File: src/rtl/rca_pkg.sv
// Shared definitions for the ripple-carry batch accumulator: datapath widths
// and the controller state encoding.
package rca_pkg;

    localparam int DATA_W = 4;
    localparam int CNT_W  = 4;

    typedef enum logic [1:0] {
        ST_IDLE  = 2'd0,
        ST_ACCUM = 2'd1,
        ST_DONE  = 2'd2
    } state_t;

endpackage

File: src/rtl/RCA_design.sv
// Existing combinational 4-bit ripple-carry adder with bit-level ports.
// S = A + B + Cin, Cout is the carry out of bit 3.
module RCA_design (
    input  logic A0,
    input  logic A1,
    input  logic A2,
    input  logic A3,
    input  logic B0,
    input  logic B1,
    input  logic B2,
    input  logic B3,
    input  logic Cin,
    output logic S0,
    output logic S1,
    output logic S2,
    output logic S3,
    output logic Cout
);

    logic c1, c2, c3;

    assign S0   = A0 ^ B0 ^ Cin;
    assign c1   = (A0 & B0) | (Cin & (A0 ^ B0));
    assign S1   = A1 ^ B1 ^ c1;
    assign c2   = (A1 & B1) | (c1 & (A1 ^ B1));
    assign S2   = A2 ^ B2 ^ c2;
    assign c3   = (A2 & B2) | (c2 & (A2 ^ B2));
    assign S3   = A3 ^ B3 ^ c3;
    assign Cout = (A3 & B3) | (c3 & (A3 ^ B3));

endmodule

File: src/rtl/rca_batch_accumulator.sv
// Accumulates N_OPS 4-bit operands through RCA_design (mod 16, carry-outs
// counted) and presents each batch result on a valid/ready output port.
module rca_batch_accumulator
    import rca_pkg::*;
#(
    parameter int N_OPS = 4
) (
    input  logic              clk,
    input  logic              rst_n,
    input  logic              en,
    input  logic              clear,
    input  logic              in_valid,
    output logic              in_ready,
    input  logic [DATA_W-1:0] in_data,
    output logic              out_valid,
    input  logic              out_ready,
    output logic [DATA_W-1:0] out_sum,
    output logic [CNT_W-1:0]  out_carry_cnt,
    output logic              out_ovf
);

    generate
        if (N_OPS < 1 || N_OPS > 15) begin : g_bad_n_ops
            $error("rca_batch_accumulator: N_OPS must be in 1..15");
        end
    endgenerate

    localparam logic [CNT_W-1:0] LAST_OP = CNT_W'(N_OPS);

    state_t             state;
    logic [DATA_W-1:0]  acc;
    logic [DATA_W-1:0]  sum;
    logic               cout;
    logic [CNT_W-1:0]   op_cnt;
    logic [CNT_W-1:0]   carry_cnt;
    logic [CNT_W-1:0]   carry_nxt;
    logic               accept;

    RCA_design u_rca (
        .A0  (in_data[0]),
        .A1  (in_data[1]),
        .A2  (in_data[2]),
        .A3  (in_data[3]),
        .B0  (acc[0]),
        .B1  (acc[1]),
        .B2  (acc[2]),
        .B3  (acc[3]),
        .Cin (1'b0),
        .S0  (sum[0]),
        .S1  (sum[1]),
        .S2  (sum[2]),
        .S3  (sum[3]),
        .Cout(cout)
    );

    // in_ready must never look at in_valid, so the source may wait on it.
    assign in_ready  = (state == ST_ACCUM) && en;
    assign out_valid = (state == ST_DONE);
    assign accept    = in_valid && in_ready;
    assign carry_nxt = carry_cnt + {{(CNT_W-1){1'b0}}, cout};

    // NOTE: sequential state uses non-blocking assignments only, and the async
    // reset clears every register so outputs fall the moment rst_n drops.
    always_ff @(posedge clk or negedge rst_n) begin
        if (!rst_n) begin
            state         <= ST_IDLE;
            acc           <= '0;
            op_cnt        <= '0;
            carry_cnt     <= '0;
            out_sum       <= '0;
            out_carry_cnt <= '0;
            out_ovf       <= 1'b0;
        end else if (clear) begin
            state         <= en ? ST_ACCUM : ST_IDLE;
            acc           <= '0;
            op_cnt        <= '0;
            carry_cnt     <= '0;
            out_sum       <= '0;
            out_carry_cnt <= '0;
            out_ovf       <= 1'b0;
        end else begin
            case (state)
                ST_IDLE: begin
                    if (en) state <= ST_ACCUM;
                end
                ST_ACCUM: begin
                    if (accept) begin
                        acc       <= sum;
                        carry_cnt <= carry_nxt;
                        op_cnt    <= op_cnt + 1'b1;
                        if (op_cnt + 1'b1 == LAST_OP) begin
                            state         <= ST_DONE;
                            out_sum       <= sum;
                            out_carry_cnt <= carry_nxt;
                            out_ovf       <= (carry_nxt != '0);
                        end
                    end
                end
                ST_DONE: begin
                    // Result is held until consumed; en is ignored here.
                    if (out_ready) begin
                        acc       <= '0;
                        op_cnt    <= '0;
                        carry_cnt <= '0;
                        state     <= en ? ST_ACCUM : ST_IDLE;
                    end
                end
                default: state <= ST_IDLE;
            endcase
        end
    end

endmodule
File: config.mk
export PLATFORM = sky130hd
export DESIGN_NAME = rca_batch_accumulator
export DESIGN_NICKNAME = d
export VERILOG_FILES = /design/src/rtl/rca_pkg.sv /design/src/rtl/RCA_design.sv /design/src/rtl/rca_batch_accumulator.sv
export SDC_FILE = /design/constraint.sdc
export NUM_CORES = 1
export LEC_CHECK = 0
export CAP_MARGIN = 20
export CELL_PAD_IN_SITES_DETAIL_PLACEMENT = 2
export CELL_PAD_IN_SITES_GLOBAL_PLACEMENT = 2
export CORE_UTILIZATION = 29
export DETAILED_ROUTE_END_ITERATION = 8
export GPL_ROUTABILITY_DRIVEN = 1
export PLACE_DENSITY = 0.75
export SYNTH_ARGS = -nofsm -noshare
export SYNTH_HDL_FRONTEND = slang
export SYNTH_SLANG_ARGS = --single-unit
File: constraint.sdc
create_clock -name clk -period 2.2 [get_ports clk]
set_input_delay 0.55 -clock clk [delete_from_list [all_inputs] [get_ports clk]]
set_output_delay 0.55 -clock clk [all_outputs]
set_load 0.02 [all_outputs]
==> metrics.yaml <==
synth_edf_count: 0
drtPass1Iterations: 4
use_met3: 0.0433
layout_commonest_cell: "dfrtp_1"
worstReg2RegStart: "acc[0]"
synthCells: 135
vias_per_cell: 5.33
ir_worst_vdd_v: 0.000393
r2r_end: "out_ovf"
ff_latch_area_um2: 576
drt-initial-drc-count: 31
io_pins: 21
via_count: 1129
multiInputGateArea_um2: 732
grt_pass1_wl_mm: 6.65
fp.coreArea_um2: 4120
chipHeight_um: 68.2
htreeDepth: 1
synth-seq-cells: 23
fin_tns_setup_ns: -1.54
p_int_w: 0.000729
nFillCells: 444
top_usage_layer: "met2"
fin_util: 0.424
crit_slowest_cell: "dfrtp_1"
place_hpwl_mm: 3.03
grt_overflow: 0
synth.avg_cell_area_um2: 9.42
seqPwrFrac: 0.459
clockPowerShare: 0.260
cpPeakStageDelay_ns: 0.44
syn_area_um2: 1270
fin_cells: 212
tightest_slew_ns: 0.626
met2_usage: 0.363
max_freq_mhz: 391
slew_violations: 0
yosysUniqueCellTypes: 35
root_buffer: "clkbuf_8"
cp_max_fo: 2
cts_hold_buf: 0
holdCritStartpoint: "acc[1]"
setup_viol: 7
numPortBuffers: 20
crit_type: "flop to flop"
drc: 0
grt_pass1_vias: 1274
relSlewSlack: 0.581
fin_area_um2: 1750
path_cells: "ha_4, inv_2, fa_2, fa_2, inv_2, fa_2, ha_4, nand3_4, xnor2_4, nor4_2, a311oi_1"
hold_viol_final: 0
seq_area_frac_synth: 0.453
timing.final.ws_setup_ns: -0.354
power_density_nw_per_um2: 603
wirelength_mm: 4.24
clock_latency_ns: 0.27
final_cell_mix: "23 x dfrtp_1, 17 x clkdlybuf4s50_1, 13 x nand2_1"
crit_top_cell: "fa_2"
synth-main-ff-cell: "dfrtp_1"
place.gp.congestion: 0.714
grtUsageTotal: 0.202
cts_buffers: 3
hold_depth: 2
fin_crit_ns: 2.55
ff2ff_setup_slack_ns: -0.35
ys_warn_count: 0
placed_cell_area_um2: 1640
place_inst: 208
crit_path_end_kind: "flop"
cp_top_family: "adder cells"
cts_tree: "done"
switching_share: 0.308
grtUsageMet1: 0.246
area_delta_synth_final_pct: 37.4
grt_max_degree: 24
leakagePower_nw: 0.712
clkTransAtPathRegs_ns: 0.09
maxCapViolations: 0
post_drt_wl_per_cell_um: 20.0
critPathBufInv: 2
combPwrFrac: 0.281
nets: 181
ant_nets: 0
arrival_ns: 2.70
violations: "negative setup slack"
cts_setup_buffers: 0
start_util: 0.309
drive_gt1_frac: 0.253
crit_required_ns: 2.34
holdPathEnd: "acc[1]"
antenna_cells: 0
rows: 23
die_w_um: 68.2
start_kind: "flop"
power_switching_w: 0.000325
cts_num_sinks: 23
status: "finished with violations"
reg2reg_depth: 11
synth_nets: 153
hold_class: "flop to flop"
async_reset_ff_frac: 1.00
antenna_found_initial: 0
rsz0062_at_grt: "true"
cts_buffer_depth: 2
finalCritPeriodShare: 1.16
finalClockSkew_ns: 0.00957
post-place-ws_ns: -1.10
die-area_um2: 4650
## per-stage QoR
step           power, W  hold slack, ns
6_report        0.00105           0.503
3_5_place_dp   0.000751           0.502
3_3_place_gp   0.000730           0.462
5_1_grt         0.00112           0.557
4_1_cts         0.00104           0.523
2_1_floorplan  0.000623           0.254
## state kept, by name, summed over array words and instances (netlist names)
signal,count
acc,4
carry_cnt,4
op_cnt,4
state,2
out_carry_cnt,4
out_ovf,1
out_sum,4
## kinds of logic (layout without fill, tap and decap cells)
family,after synthesis,count (layout),synth area share
simple gates,43,43,0.180
flops,23,23,0.453
fa+ha+maj,8,8,0.0965
compound gates,40,40,0.190
buf+inv,19,46,0.0669
xor+xnor,2,2,0.0138
## routing by layer
metal | vias to the layer above | wire, um
li1 | 527 | -
met1 | 584 | 1940
met2 | 16 | 2180
met3 | 2 | 96
met4 | 0 | 22
met5 | - | 0
## worst max path at each step
| stage | startpoint | endpoint | slack (ns) | cells after the start |
|---|---|---|---|---|
| 3_5_place_dp | in_data[0] | out_ovf | -1.10 | 12 |
| 5_1_grt | acc[0] | out_ovf | -0.44 | 11 |
| 6_report | acc[0] | out_ovf | -0.35 | 11 |
| 4_1_cts | acc[0] | out_ovf | -0.35 | 11 |
| 3_3_place_gp | in_data[0] | out_ovf | -0.93 | 12 |
| 2_1_floorplan | in_data[0] | out_ovf | -0.32 | 11 |
## synthesized netlist by cell type (3+ instances only)
cell | n | area share
nor3_1 | 6 | 0.024
fa_1 | 3 | 0.047
inv_1 | 10 | 0.030
nand3_1 | 6 | 0.024
o21ai_0 | 18 | 0.071
a21oi_1 | 11 | 0.043
buf_2 | 5 | 0.020
or3_1 | 3 | 0.015
dfrtp_1 | 23 | 0.45
o41ai_1 | 3 | 0.021
clkbuf_1 | 3 | 0.0089
nand2_1 | 15 | 0.044
ha_1 | 5 | 0.049
nor2_1 | 3 | 0.0089
## power by group through the flow
stage | clock (W) | combinational (W) | sequential, W
floorplan | 0 | 0.000141 | 0.000482
global placement | 0 | 0.000243 | 0.000487
detailed placement | 0 | 0.000259 | 0.000492
CTS | 0.000286 | 0.000275 | 0.000485
global route | 0.000301 | 0.000327 | 0.000488
finish | 0.000273 | 0.000296 | 0.000484
## timing repair
action / CTS / global route
gates resized for setup: 16 / 7
pin swaps: 11 / 0
endpoints found under the setup margin: 14 / 11
## worst reg2reg max path: cells and delay by family (launching register included)
kind	cells	cell delay, ns
AO/OA/AOI/OAI	1	0.12
AND/OR/NAND/NOR	2	0.39
buffers and inverters	2	0.10
adder cells (fa/ha/maj)	5	1.24
flip-flops	1	0.44
XOR/XNOR	1	0.15
## final cells by class
cell class / instances / share of cell area
Clock buffer: 4 / 0.0258
Inverter: 10 / 0.0215
Multi-Input combinational cell: 93 / 0.419
Sequential cell: 23 / 0.330
Tap cell: 50 / 0.0358
Timing Repair Buffer: 32 / 0.168
No activity file was read; power rests on OpenSTA's default activity.
